--- src/rtl/cu_mc_hs_pkg.sv ---
`default_nettype none
// ============================================================================
//  Module   : cu_mc_hs_pkg
//  Purpose  : Shared constants for the RV32I multicycle control unit: opcode
//             values, FSM state encodings, datapath select codes and ALU
//             operation codes, plus the branch-condition helper.
//  Revision : 1.0  initial release
// ============================================================================
package cu_mc_hs_pkg;

    // RV32I major opcodes handled by this control unit
    localparam logic [6:0] c_op_r      = 7'b0110011;
    localparam logic [6:0] c_op_i      = 7'b0010011;
    localparam logic [6:0] c_op_load   = 7'b0000011;
    localparam logic [6:0] c_op_store  = 7'b0100011;
    localparam logic [6:0] c_op_branch = 7'b1100011;
    localparam logic [6:0] c_op_jalr   = 7'b1100111;
    localparam logic [6:0] c_op_lui    = 7'b0110111;
    localparam logic [6:0] c_op_auipc  = 7'b0010111;
    localparam logic [6:0] c_op_jal    = 7'b1101111;

    // FSM state encodings (all 16 codes are used, so state_o is dense)
    localparam logic [3:0] c_st_idle    = 4'd0;
    localparam logic [3:0] c_st_fetch   = 4'd1;
    localparam logic [3:0] c_st_decode  = 4'd2;
    localparam logic [3:0] c_st_rr      = 4'd3;
    localparam logic [3:0] c_st_exi     = 4'd4;
    localparam logic [3:0] c_st_exb     = 4'd5;
    localparam logic [3:0] c_st_exu     = 4'd6;
    localparam logic [3:0] c_st_memr    = 4'd7;
    localparam logic [3:0] c_st_memw    = 4'd8;
    localparam logic [3:0] c_st_wbi     = 4'd9;
    localparam logic [3:0] c_st_wbf     = 4'd10;
    localparam logic [3:0] c_st_wbm     = 4'd11;
    localparam logic [3:0] c_st_wbp_jpf = 4'd12;
    localparam logic [3:0] c_st_wbp_jpr = 4'd13;
    localparam logic [3:0] c_st_br      = 4'd14;
    localparam logic [3:0] c_st_trap    = 4'd15;

    // Write-back source select
    localparam logic [1:0] c_wb_imm = 2'b00;
    localparam logic [1:0] c_wb_f   = 2'b01;
    localparam logic [1:0] c_wb_mdr = 2'b10;
    localparam logic [1:0] c_wb_pc4 = 2'b11;

    // PC jump source and ALU operand selects
    localparam logic c_jsel_rel = 1'b0;
    localparam logic c_jsel_f   = 1'b1;
    localparam logic c_lhs_a    = 1'b0;
    localparam logic c_lhs_pc   = 1'b1;
    localparam logic c_rhs_b    = 1'b0;
    localparam logic c_rhs_imm  = 1'b1;

    // Data memory access sizes (equal to funct3[1:0] of loads/stores)
    localparam logic [1:0] c_size_byte = 2'b00;
    localparam logic [1:0] c_size_half = 2'b01;
    localparam logic [1:0] c_size_word = 2'b10;

    // ALU operation codes
    localparam logic [3:0] c_alu_add  = 4'd0;
    localparam logic [3:0] c_alu_sub  = 4'd1;
    localparam logic [3:0] c_alu_sll  = 4'd2;
    localparam logic [3:0] c_alu_slt  = 4'd3;
    localparam logic [3:0] c_alu_sltu = 4'd4;
    localparam logic [3:0] c_alu_xor  = 4'd5;
    localparam logic [3:0] c_alu_srl  = 4'd6;
    localparam logic [3:0] c_alu_sra  = 4'd7;
    localparam logic [3:0] c_alu_or   = 4'd8;
    localparam logic [3:0] c_alu_and  = 4'd9;

    // Instruction class produced by the decoder
    typedef enum logic [3:0] {
        c_cls_r,
        c_cls_i,
        c_cls_load,
        c_cls_store,
        c_cls_branch,
        c_cls_jalr,
        c_cls_lui,
        c_cls_auipc,
        c_cls_jal,
        c_cls_bad
    } op_class_t;

    // Branch condition from the ALU flags; unused funct3 codes never take
    function automatic logic branch_taken(input logic [2:0] funct3,
                                          input logic zf,
                                          input logic lt,
                                          input logic ltu);
        logic taken;
        taken = 1'b0;
        case (funct3)
            3'b000:  taken = zf;
            3'b001:  taken = ~zf;
            3'b100:  taken = lt;
            3'b101:  taken = ~lt;
            3'b110:  taken = ltu;
            3'b111:  taken = ~ltu;
            default: taken = 1'b0;
        endcase
        return taken;
    endfunction

endpackage
`default_nettype wire

--- src/rtl/cu_mc_hs_alu_decoder.sv ---
`default_nettype none
// ============================================================================
//  Module   : cu_mc_hs_alu_decoder
//  Purpose  : Combinational instruction decode: instruction class, ALU
//             operation and illegal-encoding flag from opcode/funct3/funct7.
//  Revision : 1.0  initial release
// ============================================================================
module cu_mc_hs_alu_decoder
    import cu_mc_hs_pkg::*;
(
    input  logic [6:0] opcode,
    input  logic [2:0] funct3,
    input  logic [6:0] funct7,
    output op_class_t  op_class,
    output logic [3:0] alu_op,
    output logic       illegal
);

    logic [3:0] w_arith_op;

    // Classify the major opcode
    always_comb begin
        op_class = c_cls_bad;
        case (opcode)
            c_op_r:      op_class = c_cls_r;
            c_op_i:      op_class = c_cls_i;
            c_op_load:   op_class = c_cls_load;
            c_op_store:  op_class = c_cls_store;
            c_op_branch: op_class = c_cls_branch;
            c_op_jalr:   op_class = c_cls_jalr;
            c_op_lui:    op_class = c_cls_lui;
            c_op_auipc:  op_class = c_cls_auipc;
            c_op_jal:    op_class = c_cls_jal;
            default:     op_class = c_cls_bad;
        endcase
    end

    // Arithmetic op for R/I; funct7[5] picks SUB (R only) and SRA
    always_comb begin
        w_arith_op = c_alu_add;
        case (funct3)
            3'b000:  w_arith_op = (op_class == c_cls_r && funct7[5]) ? c_alu_sub : c_alu_add;
            3'b001:  w_arith_op = c_alu_sll;
            3'b010:  w_arith_op = c_alu_slt;
            3'b011:  w_arith_op = c_alu_sltu;
            3'b100:  w_arith_op = c_alu_xor;
            3'b101:  w_arith_op = funct7[5] ? c_alu_sra : c_alu_srl;
            3'b110:  w_arith_op = c_alu_or;
            default: w_arith_op = c_alu_and;
        endcase
    end

    // Address/PC computations add, branches compare by subtraction
    always_comb begin
        alu_op = c_alu_add;
        case (op_class)
            c_cls_r, c_cls_i: alu_op = w_arith_op;
            c_cls_branch:     alu_op = c_alu_sub;
            default:          alu_op = c_alu_add;
        endcase
    end

    // Encodings this core cannot execute
    always_comb begin
        illegal = 1'b0;
        case (op_class)
            c_cls_bad:    illegal = 1'b1;
            c_cls_branch: illegal = (funct3 == 3'b010) || (funct3 == 3'b011);
            c_cls_load:   illegal = (funct3 == 3'b011) || (funct3 == 3'b110) || (funct3 == 3'b111);
            c_cls_store:  illegal = (funct3 >= 3'b011);
            c_cls_r:      illegal = (funct7 != 7'b0000000) && (funct7 != 7'b0100000);
            default:      illegal = 1'b0;
        endcase
    end

endmodule
`default_nettype wire

--- src/rtl/cu_mc_hs.sv ---
`default_nettype none
// ============================================================================
//  Module   : cu_mc_hs
//  Purpose  : RV32I multicycle control unit (Moore FSM) with ready-based
//             instruction/data memory handshakes, wait timeout and sticky
//             illegal/fault trap state.
//  Revision : 1.0  initial release
// ============================================================================
module cu_mc_hs
    import cu_mc_hs_pkg::*;
#(
    parameter int TIMEOUT_CYCLES = 255
)(
    input  logic       clk,
    input  logic       rst,
    input  logic [6:0] opcode,
    input  logic [2:0] funct3,
    input  logic [6:0] funct7,
    input  logic       zf,
    input  logic       lt,
    input  logic       ltu,
    input  logic       imem_ready,
    input  logic       dmem_ready,
    output logic       imem_req,
    output logic       pc_step,
    output logic       pc_jump,
    output logic       pc_jump_sel,
    output logic       ir_write,
    output logic       regs_write,
    output logic       dmem_req,
    output logic       dmem_we,
    output logic [1:0] dmem_size,
    output logic       dmem_unsigned,
    output logic [3:0] alu_op,
    output logic       alu_lhs_sel,
    output logic       alu_rhs_sel,
    output logic [1:0] wb_sel,
    output logic       illegal,
    output logic       fault,
    output logic [3:0] state_o
);

    // A zero timeout disables the counter; keep at least one bit so the
    // declarations stay legal in that case.
    localparam int               TO_W        = (TIMEOUT_CYCLES > 0) ? $clog2(TIMEOUT_CYCLES + 1) : 1;
    localparam logic             c_to_en     = (TIMEOUT_CYCLES > 0);
    localparam logic [TO_W-1:0]  c_wait_last = TO_W'((TIMEOUT_CYCLES > 0) ? TIMEOUT_CYCLES - 1 : 0);

    logic [3:0]      r_state;
    logic [3:0]      w_state_nxt;
    logic [TO_W-1:0] r_wait;
    logic            r_illegal;
    logic            r_fault;

    op_class_t       w_cls;
    logic [3:0]      w_dec_alu_op;
    logic            w_dec_illegal;
    logic            w_waiting;
    logic            w_ready;
    logic            w_expired;
    logic            w_rb_class;

    cu_mc_hs_alu_decoder u_dec (
        .opcode   (opcode),
        .funct3   (funct3),
        .funct7   (funct7),
        .op_class (w_cls),
        .alu_op   (w_dec_alu_op),
        .illegal  (w_dec_illegal)
    );

    // Handshake wait bookkeeping: the limit is hit on the cycle whose wait
    // would make the count reach TIMEOUT_CYCLES; ready in that cycle wins.
    assign w_waiting  = (r_state == c_st_fetch) || (r_state == c_st_memr) || (r_state == c_st_memw);
    assign w_ready    = (r_state == c_st_fetch) ? imem_ready : dmem_ready;
    assign w_expired  = c_to_en && w_waiting && !w_ready && (r_wait == c_wait_last);
    assign w_rb_class = (w_cls == c_cls_r) || (w_cls == c_cls_branch);

    // Next-state sequencing
    always_comb begin
        w_state_nxt = r_state;
        case (r_state)
            c_st_idle:   w_state_nxt = c_st_fetch;
            c_st_fetch: begin
                if (imem_ready)     w_state_nxt = c_st_decode;
                else if (w_expired) w_state_nxt = c_st_trap;
            end
            c_st_decode: begin
                if (w_dec_illegal) begin
                    w_state_nxt = c_st_trap;
                end else begin
                    case (w_cls)
                        c_cls_lui:   w_state_nxt = c_st_wbi;
                        c_cls_auipc: w_state_nxt = c_st_exu;
                        c_cls_jal:   w_state_nxt = c_st_wbp_jpr;
                        c_cls_bad:   w_state_nxt = c_st_trap;
                        default:     w_state_nxt = c_st_rr;
                    endcase
                end
            end
            c_st_rr:     w_state_nxt = w_rb_class ? c_st_exb : c_st_exi;
            c_st_exu:    w_state_nxt = c_st_wbf;
            c_st_exi: begin
                case (w_cls)
                    c_cls_load:  w_state_nxt = c_st_memr;
                    c_cls_store: w_state_nxt = c_st_memw;
                    c_cls_jalr:  w_state_nxt = c_st_wbp_jpf;
                    default:     w_state_nxt = c_st_wbf;
                endcase
            end
            c_st_exb:    w_state_nxt = (w_cls == c_cls_branch) ? c_st_br : c_st_wbf;
            c_st_memr: begin
                if (dmem_ready)     w_state_nxt = c_st_wbm;
                else if (w_expired) w_state_nxt = c_st_trap;
            end
            c_st_memw: begin
                if (dmem_ready)     w_state_nxt = c_st_fetch;
                else if (w_expired) w_state_nxt = c_st_trap;
            end
            c_st_wbi, c_st_wbf, c_st_wbm,
            c_st_wbp_jpf, c_st_wbp_jpr, c_st_br:
                         w_state_nxt = c_st_fetch;
            c_st_trap:   w_state_nxt = c_st_trap;
            default:     w_state_nxt = c_st_idle;
        endcase
    end

    // State register
    always_ff @(posedge clk or posedge rst) begin
        if (rst) r_state <= c_st_idle;
        else     r_state <= w_state_nxt;
    end

    // Wait counter: counts non-ready cycles, zero whenever not stalled so
    // every FETCH/MEMR/MEMW visit starts from 0
    always_ff @(posedge clk or posedge rst) begin
        if (rst)                                  r_wait <= '0;
        else if (c_to_en && w_waiting && !w_ready) r_wait <= r_wait + TO_W'(1);
        else                                      r_wait <= '0;
    end

    // Sticky trap causes, cleared only by reset
    always_ff @(posedge clk or posedge rst) begin
        if (rst) begin
            r_illegal <= 1'b0;
            r_fault   <= 1'b0;
        end else begin
            if (r_state == c_st_decode && w_dec_illegal) r_illegal <= 1'b1;
            if (w_expired)                               r_fault   <= 1'b1;
        end
    end

    // Datapath controls decoded from the current state
    always_comb begin
        imem_req      = 1'b0;
        pc_step       = 1'b0;
        pc_jump       = 1'b0;
        pc_jump_sel   = c_jsel_rel;
        ir_write      = 1'b0;
        regs_write    = 1'b0;
        dmem_req      = 1'b0;
        dmem_we       = 1'b0;
        dmem_size     = c_size_byte;
        dmem_unsigned = 1'b0;
        alu_op        = c_alu_add;
        alu_lhs_sel   = c_lhs_a;
        alu_rhs_sel   = c_rhs_b;
        wb_sel        = c_wb_imm;
        case (r_state)
            c_st_fetch: begin
                imem_req = 1'b1;
                ir_write = imem_ready;
                pc_step  = imem_ready;
            end
            c_st_rr: begin
                alu_op      = w_dec_alu_op;
                alu_rhs_sel = w_rb_class ? c_rhs_b : c_rhs_imm;
            end
            c_st_exi: begin
                alu_op      = w_dec_alu_op;
                alu_rhs_sel = c_rhs_imm;
            end
            c_st_exb: begin
                alu_op      = w_dec_alu_op;
                alu_rhs_sel = c_rhs_b;
            end
            c_st_exu: begin
                alu_op      = c_alu_add;
                alu_lhs_sel = c_lhs_pc;
                alu_rhs_sel = c_rhs_imm;
            end
            c_st_memr, c_st_memw: begin
                dmem_req      = 1'b1;
                dmem_we       = (r_state == c_st_memw);
                dmem_size     = funct3[1:0];
                dmem_unsigned = funct3[2];
            end
            c_st_wbi: begin
                regs_write = 1'b1;
                wb_sel     = c_wb_imm;
            end
            c_st_wbf: begin
                regs_write = 1'b1;
                wb_sel     = c_wb_f;
            end
            c_st_wbm: begin
                regs_write = 1'b1;
                wb_sel     = c_wb_mdr;
            end
            c_st_wbp_jpr: begin
                regs_write  = 1'b1;
                wb_sel      = c_wb_pc4;
                pc_jump     = 1'b1;
                pc_jump_sel = c_jsel_rel;
            end
            c_st_wbp_jpf: begin
                regs_write  = 1'b1;
                wb_sel      = c_wb_pc4;
                pc_jump     = 1'b1;
                pc_jump_sel = c_jsel_f;
            end
            c_st_br: begin
                pc_jump     = branch_taken(funct3, zf, lt, ltu);
                pc_jump_sel = c_jsel_rel;
            end
            default: ;
        endcase
    end

    assign illegal = r_illegal;
    assign fault   = r_fault;
    assign state_o = r_state;

endmodule
`default_nettype wire

--- config.mk ---
export PLATFORM = sky130hd
export DESIGN_NAME = cu_mc_hs
export DESIGN_NICKNAME = d
export VERILOG_FILES = /design/src/rtl/cu_mc_hs_pkg.sv /design/src/rtl/cu_mc_hs_alu_decoder.sv /design/src/rtl/cu_mc_hs.sv
export SDC_FILE = /design/constraint.sdc
export NUM_CORES = 1
export LEC_CHECK = 0
export ABC_AREA = 1
export CAP_MARGIN = 25
export CELL_PAD_IN_SITES_DETAIL_PLACEMENT = 0
export CELL_PAD_IN_SITES_GLOBAL_PLACEMENT = 2
export CORE_MARGIN = 4
export CORE_UTILIZATION = 24
export CTS_CLUSTER_SIZE = 40
export DETAILED_ROUTE_END_ITERATION = 6
export HOLD_SLACK_MARGIN = 0.06
export PLACE_DENSITY = 0.82
export SLEW_MARGIN = 15
export SYNTH_ARGS = -nofsm -noshare
export SYNTH_HDL_FRONTEND = slang
export SYNTH_SLANG_ARGS = --single-unit
--- constraint.sdc ---
create_clock -name clk -period 4.4 [get_ports clk]
set_clock_uncertainty 0.05 [all_clocks]
set_input_delay 0.88 -clock clk [delete_from_list [all_inputs] [get_ports clk]]
set_output_delay 0.88 -clock clk [all_outputs]
set_load 0.005 [all_outputs]
Yosys cells after proc, flatten, opt, wreduce, memory -nomap -nowiden:

Cells that the tools add are included.

* add/sub/neg operators: 1
* multiply operators: 0
* divide/modulo/power cells: 0
* $lt $le $gt $ge: 1
* equal/unequal tests: 42
* shift-type cells: 0
* multiplexer cells: 33
* bitwise operators: 3
* reductions and logical operators: 23

Operators by type and width (number)
* $eq A4 B4 Y1 const B: 10
* $pmux W4 S10: 1
* $pmux W4 S9: 1
* $eq A4 B3 Y1 const B: 8
* $pmux W4 S7: 1
* $mux W4: 6
* $eq A7 B6 Y1 const B: 3
* $eq A7 B7 Y1 const B: 3
* $eq A4 B2 Y1 const B: 4
* $pmux W4 S4: 1
* $eq A7 B5 Y1 const B: 2
* $mux W1: 13
* $eq A3 B3 Y1 const B: 4
* $pmux W4 S3: 1
* $add A8 B1 Y8 const B: 1
* $eq A4 B1 Y1 const B: 2
* $eq A8 B8 Y1 const B: 1
* $logic_not A4 Y1: 2
* $mux W8: 1
* $pmux W4 S2: 1
* $reduce_or A2 Y1: 4
* $eq A7 B2 Y1 const B: 1
* $ne A7 B6 Y1 const B: 1
* $reduce_bool A7 Y1: 1
* 17 further kinds: 30

* register bits after elaboration: 14
* latch bits: 0
* bits in writable memories: 0
* ROM bits: 0
* input port bits: 24
* word-level logic and storage cells: 107
* memories kept: 0

Depth between registers and ports, before layout:

Gate-level depths: netlist (run 1).

* depth in word-level cells: 8
* gate-level depth with buffers: 12
* gate-level depth less buffers: 12

Modules after synthesis:

From an unflattened synthesis (run 1), not the netlist that was laid out.

* cell total of the unflattened synthesis: 258
* area total of the unflattened synthesis: 1506.4 um2

By module, submodules not included
* cu_mc_hs: instances 1, cells each 180, area each 1149.9 um2
* cu_mc_hs_alu_decoder: instances 1, cells each 78, area each 356.6 um2

Worst setup path before layout (run 1):

OpenSTA, ideal clock, no wires.

* path kind: input-to-output
* start: input port opcode[1]
* end: output port alu_op[0]
* arrival time: 1.647 ns
* data required time: 3.470 ns
* path slack: 1.823 ns
* cell stages on the path: 6
* cells stage by stage: nand2_1 nor3_4 nand2_1 o21ai_0 a21oi_1 o21ai_1

* longest elaborated chain between the ends: 8
* elaborated cells between the ends (all ways): 19

Ends and longest elaborated chain
* from (decl): line cu_mc_hs.sv:16 `input logic [6:0] opcode,`
* $eq A7 B7 Y1 (tied with other cells): line cu_mc_hs_alu_decoder.sv:24 `case (opcode)`
* $pmux W4 S9 *: line cu_mc_hs_alu_decoder.sv:24
* $logic_not A4 Y1: line cu_mc_hs_alu_decoder.sv:42, cu_mc_hs_alu_decoder.sv:56
* $logic_and A1 B1 Y1: line cu_mc_hs_alu_decoder.sv:42 `3'b000: w_arith_op = (op_class == c_cls_r && funct7[5]) ? c_alu_sub : c_alu_add;`
* $mux W1: line cu_mc_hs_alu_decoder.sv:42
* $pmux W4 S7: line cu_mc_hs_alu_decoder.sv:41 `case (funct3)`
* $pmux W4 S2 *: line cu_mc_hs_alu_decoder.sv:56 `case (op_class)`
* $mux W4 *: line cu_mc_hs.sv:169 `case (r_state)`
* to (decl): line cu_mc_hs.sv:34 `output logic [3:0] alu_op,`

Every way passes the cells marked *; elsewhere a longest branch is shown, timed or not.

Worst setup path after layout (run 1):

Ends and elaborated chain as after synthesis.

==> flow_metrics.env, run 1 <==
export IMPL_hold_path_class="reg -> reg"
export IMPL_combPwrFrac_pct=15.7
export IMPL_synth_edf_count=0
export IMPL_first_global_vias=1566
export IMPL_slew_viol_final=0
export IMPL_fin_crit_ns=3.68
export IMPL_mappedNetlistNets=254
export IMPL_grt_pass1_wl_um=7160
export IMPL_cts_tree="yes"
export IMPL_setup_tns_ns=0
export IMPL_syn_area_per_cell_um2=6.00
export IMPL_antenna_found_initial=0
export IMPL_wl_per_cell_um=11.8
export IMPL_status="finished, final reports clean"
export IMPL_async_reset_ff_share_pct=100
export IMPL_gp_congestion=0.784
export IMPL_grtUsageTotal_pct=12.2
export IMPL_cts_root_buf="clkbuf_8"
export IMPL_grt_start_max_net_pins=15
export IMPL_portBuffers=48
export IMPL_diodes=0
export IMPL_postCtsSetupBuffers=0
export IMPL_switching_share_pct=23.5
export IMPL_synth_seq_area_share_pct=25.6
export IMPL_fmax_ghz=0.272
export IMPL_drt_wl_total_um=4150
export IMPL_h_tree_depth=1
export IMPL_period_share_pct=83.7
export IMPL_start_util_pct=24.8
export IMPL_hold_viol_final=0
export IMPL_worstSetupStartpointType="input pin"
export IMPL_ctsHoldBuffers=0
export IMPL_overflow=0
export IMPL_power_density_nw_per_um2=153
export IMPL_cts_sinks=14
export IMPL_rows=27
export IMPL_syn_area_um2=1370
export IMPL_synthCells=228
export IMPL_ys_seq_elements=14
export IMPL_seq_power_share_pct=42.5
export IMPL_cts_resized=0
export IMPL_core_area_um2=5510
export IMPL_crit_buf_inv=2
export IMPL_ios=49
export IMPL_cts_clk_slew_worst_paths_ns=0.06
export IMPL_relSlewSlack_pct=64.3
export IMPL_synth_cell_types=24
export IMPL_numCtsBuffers=3
export IMPL_ys_warnings_count=0
export IMPL_clk_latency_ns=0.25
export IMPL_clkPwrFrac_pct=41.8
export IMPL_drtPass1Iterations=4
export IMPL_ant_nets=0
export IMPL_vdd_drop_max_uv=150
export IMPL_drcViolationCount=0
export IMPL_p_int_w=0.000232
export IMPL_power_leakage_nw=0.931
export IMPL_holdWs_ns=0.413
export IMPL_dieArea_um2=6970
export IMPL_drive_gt1_share_pct=9.32
export IMPL_first_iter_violations=52
export IMPL_cpMaxStageDelayCell="clkdlybuf4s50_1"
export IMPL_dp_hpwl_um=3560
export IMPL_worstPathArrival_ns=2.75
export IMPL_seq_area_um2=350
export IMPL_maxCapViolations=0
export IMPL_slowest_delay_ns=0.52
export IMPL_setup_viol=0
export IMPL_multi_input_area_um2=851
export IMPL_layout_common_cells="nand2_1, clkdlybuf4s50_1, nor2_1, inv_1, nand3_1"
export IMPL_die_h_um=83.5
export IMPL_critical_path_class="in -> out"
export IMPL_final_nets=306
export IMPL_syn_to_final_growth_pct=45.2
export IMPL_end_kind="output port"
export IMPL_vias=1523
export IMPL_critical_path_top_delay_family="buffers and inverters"
export IMPL_dieWidth_um=83.5
export IMPL_ff2ff_setup_slack_ns=2.75
export IMPL_n_fill_cell=620
export IMPL_cp_data_required_time_ns=3.47
export IMPL_viasPerCell=4.34
export IMPL_rsz0062_at_grt="false"
export IMPL_crit_path_max_fanout=8
export IMPL_path_cells="clkdlybuf4s50_1 -> nand2_1 -> nor3_4 -> nand2_1 -> o21ai_0 -> a21oi_1 -> o21ai_1 -> clkdlybuf4s50_1"
export IMPL_clockBufferDepth=2
export IMPL_worst_pin_slew_ns=0.535
export IMPL_switchingPower_w=0.0000711
export IMPL_synth_flop_cell="dfrtp_1"
export IMPL_layout_commonest_cell="nand2_1"
-- kinds of logic after synthesis --
logic type	count (synthesis)	synth area share [%]
simple gates	139	47.9
buf+inv	43	12.2
fa+ha+maj	2	1.83
compound gates	28	11.2
flops	14	25.6
xor+xnor	2	1.28
-- flip-flops by register name, summed over array words and instances (netlist names) --
signal,cells
fault,1
illegal,1
r_wait,8
state_o,4
-- per-layer routing --
layer  routed length, µm  vias up  share of wire (%)  track usage (%)
met5                   0        -                  0                0
met4                  35        0               0.84             2.19
met3                 144        4                3.5             2.37
met2                2000       25                 48             21.9
met1                1960      667                 47             15.4
li1                    -      827                  -                -
-- cell usage after synthesis, types with 3 or more instances --
library cell  number  area, µm²
o21ai_1            3       15.0
dfrtp_1           14        350
nor2_2             3       18.8
nand2_4            5       56.3
nor3_1             5       25.0
a21oi_1           10       50.1
nand3_1           18       90.1
nand2_1           50        188
inv_2              4       15.0
nand2_2            6       37.5
o21ai_0            9       45.0
nor2_1            42        158
nand4_1            7       43.8
inv_1             37        139
-- tightest hold or removal path, stage by stage (launching register included) --
cell     delay, ns
dfrtp_1       0.34
inv_1         0.04
nand2_1       0.05
-- final cells by class --
cell class / count / share of cell area, %
Tap cell: 72 / 4.54
Timing Repair Buffer: 48 / 24.2
Multi-Input combinational cell: 171 / 42.8
Sequential cell: 14 / 17.6
Clock buffer: 4 / 2.77
Inverter: 42 / 8.00
-- path summary, 6_finish.rpt --
path / to / start / depth (start not counted)
min in group asynchronous: illegal / rst / 2
max: alu_op[0] / opcode[1] / 8
max reg2reg: state_o[2] / state_o[0] / 12
min: fault / fault / 2
min reg2reg: fault / fault / 2
max in group asynchronous: r_wait[2] / rst / 2
-- through the flow --
step	std cells	setup slack, ns	power (W)	instance area [µm²]	util (%)
2_1_floorplan	228	1.82	0.000150	1370	-
3_3_place_gp	347	0.712	0.000180	1930	35.1
3_5_place_dp	347	0.687	0.000179	1930	35.1
4_1_cts	351	0.681	0.000307	1990	36.1
5_1_grt	351	0.498	0.000322	1990	36.1
6_report	351	0.717	0.000303	1990	36.1
-- power groups by stage --
stage | combinational [W] | sequential (W) | clock [W]
floorplan | 0.0000186 | 0.000131 | 0
global placement | 0.0000490 | 0.000131 | 0
detailed placement | 0.0000481 | 0.000131 | 0
CTS | 0.0000485 | 0.000129 | 0.000130
global route | 0.0000533 | 0.000129 | 0.000141
finish | 0.0000477 | 0.000129 | 0.000127
Power figures use the tool's default switching activity.
==> run 2, diff against run 1 <==
--- a/config.mk
+++ b/config.mk
@@ -10,11 +10,11 @@
 export CELL_PAD_IN_SITES_DETAIL_PLACEMENT = 0
 export CELL_PAD_IN_SITES_GLOBAL_PLACEMENT = 2
 export CORE_MARGIN = 4
-export CORE_UTILIZATION = 24
+export CORE_UTILIZATION = 20
 export CTS_CLUSTER_SIZE = 40
 export DETAILED_ROUTE_END_ITERATION = 6
 export HOLD_SLACK_MARGIN = 0.06
-export PLACE_DENSITY = 0.82
+export PLACE_DENSITY = 0.73
 export SLEW_MARGIN = 15
 export SYNTH_ARGS = -nofsm -noshare
 export SYNTH_HDL_FRONTEND = slang
==> constraint.sdc (replaced) <==
create_clock -name clk -period 3.25 [get_ports clk]
set_clock_uncertainty 0.05 [all_clocks]
set_input_delay 0.65 -clock clk [delete_from_list [all_inputs] [get_ports clk]]
set_output_delay 0.65 -clock clk [all_outputs]
set_load 0.005 [all_outputs]
==> run 2 against run 1 <==
Critical path type unchanged. Clock power up 33%. Critical endpoint unchanged. Setup slack worse by 0.58 ns. Final area increased by 3.6%. Sequential power rose by 35%. Via count rose by 5.3%. First-iteration DRC count shrank 23%. Register-to-register slack worse by 1.1 ns. Largest power group unchanged. Flip-flop and latch count is the same. Critical path depth unchanged.
==> flow_metrics.env, run 2 (same netlist as run 1, synthesis figures left out) <==
export IMPL_setup_viol=0
export IMPL_die_h_um=90.7
export IMPL_critical_path_class="in -> out"
export IMPL_h_tree_depth=1
export IMPL_dpl_instance_area_um2=1980
export IMPL_hold_viol_final=0
export IMPL_drcViolationCount=0
export IMPL_slew_viol_final=0
export IMPL_largest_reg_flops=8
export IMPL_first_iter_violations=40
export IMPL_utilization_pct=31.7
export IMPL_clk_latency_ns=0.25
export IMPL_first_global_vias=1605
export IMPL_cts_clk_slew_worst_paths_ns=0.06
export IMPL_n_fill_cell=696
export IMPL_layout_commonest_cell="nand2_1"
export IMPL_grtUsageTotal_pct=11.1
export IMPL_maxCapViolations=0
export IMPL_fmax_ghz=0.321
export IMPL_ctsHoldBuffers=0
export IMPL_final_area_um2=2060
export IMPL_drive_gt1_share_pct=12.2
export IMPL_core_area_um2=6490
export IMPL_syn_to_final_growth_pct=50.4
export IMPL_cts_root_buf="clkbuf_8"
export IMPL_cts_sinks=14
export IMPL_multi_input_area_um2=851
export IMPL_diodes=0
export IMPL_drtPass1Iterations=4
export IMPL_numCtsBuffers=3
export IMPL_period_share_pct=95.8
export IMPL_overflow=0
export IMPL_rsz0062_at_grt="true"
export IMPL_rows=29
export IMPL_final_nets=314
export IMPL_seq_area_um2=350
export IMPL_fin_crit_ns=3.12
export IMPL_hold_path_class="reg -> reg"
export IMPL_worstPathArrival_ns=2.42
export IMPL_vdd_drop_max_uv=193
export IMPL_portBuffers=48
export IMPL_start_util_pct=21.1
export IMPL_status="finished, final reports clean"
export IMPL_antenna_found_initial=0
export IMPL_cp_data_required_time_ns=2.55
export IMPL_p_total_w=0.000414
export IMPL_layout_common_cells="nand2_1, clkdlybuf4s50_1, nor2_1, inv_1, nand3_1"
export IMPL_dieArea_um2=8220
export IMPL_ios=49
export IMPL_relSlewSlack_pct=63.5
export IMPL_drt_wl_total_um=4380
export IMPL_dp_hpwl_um=3850
export IMPL_ant_nets=0
export IMPL_cts_tree="yes"
export IMPL_grt_start_max_net_pins=15
export IMPL_dieWidth_um=90.7
export IMPL_viasPerCell=4.41
export IMPL_wl_per_cell_um=12.0
export IMPL_grt_pass1_wl_um=7620
export IMPL_vias=1604
export IMPL_end_kind="output port"
export IMPL_holdWs_ns=0.416
export IMPL_power_density_nw_per_um2=201
export IMPL_crit_path_max_fanout=4
export IMPL_top_register="r_wait"
export IMPL_gp_congestion=0.757
export IMPL_worstSetupStartpointType="input pin"
export IMPL_worst_pin_slew_ns=0.547
export IMPL_power_leakage_nw=0.998
export IMPL_clockBufferDepth=2
-- run 2: changes by cell type in the layout (fill, tap and decap cells not counted) --
cell,before,now
dlymetal6s2s_1,0,2
clkdlybuf4s50_1,48,46
inv_2,4,5
buf_4,0,8
inv_1,37,36
-- run 2: metrics by stage --
step	setup TNS, ns	setup WS (ns)	cells
after floorplan	0	1.13	228
after global placement	0	0.0689	358
after detailed placement	0	0.0996	358
after CTS	0	0.0982	362
after global routing	-0.0200	-0.0148	364
final	0	0.135	364
-- run 2: layout make-up --
type | instances | share of cell area (%)
multi-input cells | 171 | 41.4
clock buffers | 4 | 2.68
well taps | 77 | 4.68
inverters | 42 | 7.73
repair buffers | 56 | 26.5
flip-flops and latches | 14 | 17.0
-- run 2: worst paths after layout --
check | slack, ns | from | endpoint | cells after the start
hold / removal | 0.42 | fault | fault | 2
setup reg to reg | 1.63 | state_o[0] | state_o[2] | 12
max in group asynchronous | 2.09 | rst | r_wait[0] | 2
setup / recovery | 0.13 | opcode[1] | alu_op[0] | 8
min in group asynchronous | 0.70 | rst | r_wait[2] | 2
hold reg to reg | 0.42 | fault | fault | 2
-- run 2: metal layers --
| layer | vias up | global-route usage, % | part of all wire [%] |
|---|---|---|---|
| met2 | 29 | 19.1 | 50 |
| met5 | - | 0 | 0 |
| met1 | 731 | 14.2 | 45 |
| met3 | 4 | 2.17 | 3.3 |
| li1 | 840 | - | - |
| met4 | 0 | 2.55 | 1.1 |
-- run 2: what timing repair did --
action,in CTS,in global routing
gates resized for setup,0,3
setup buffers,0,2
setup endpoints to repair,0,4
-- run 2: where the power goes --
group	switching, W	internal, W
Clock	0.0000621	0.000107
Combinational	0.0000339	0.0000369
Sequential	0	0.000174
-- run 2: critical path, cell delays in order --
cell and delay, ns:
clkdlybuf4s50_1 0.47, nand2_1 0.11, nor3_4 0.19, nand2_1 0.10
o21ai_0 0.16, a21oi_1 0.08, o21ai_1 0.13, clkdlybuf4s50_1 0.52
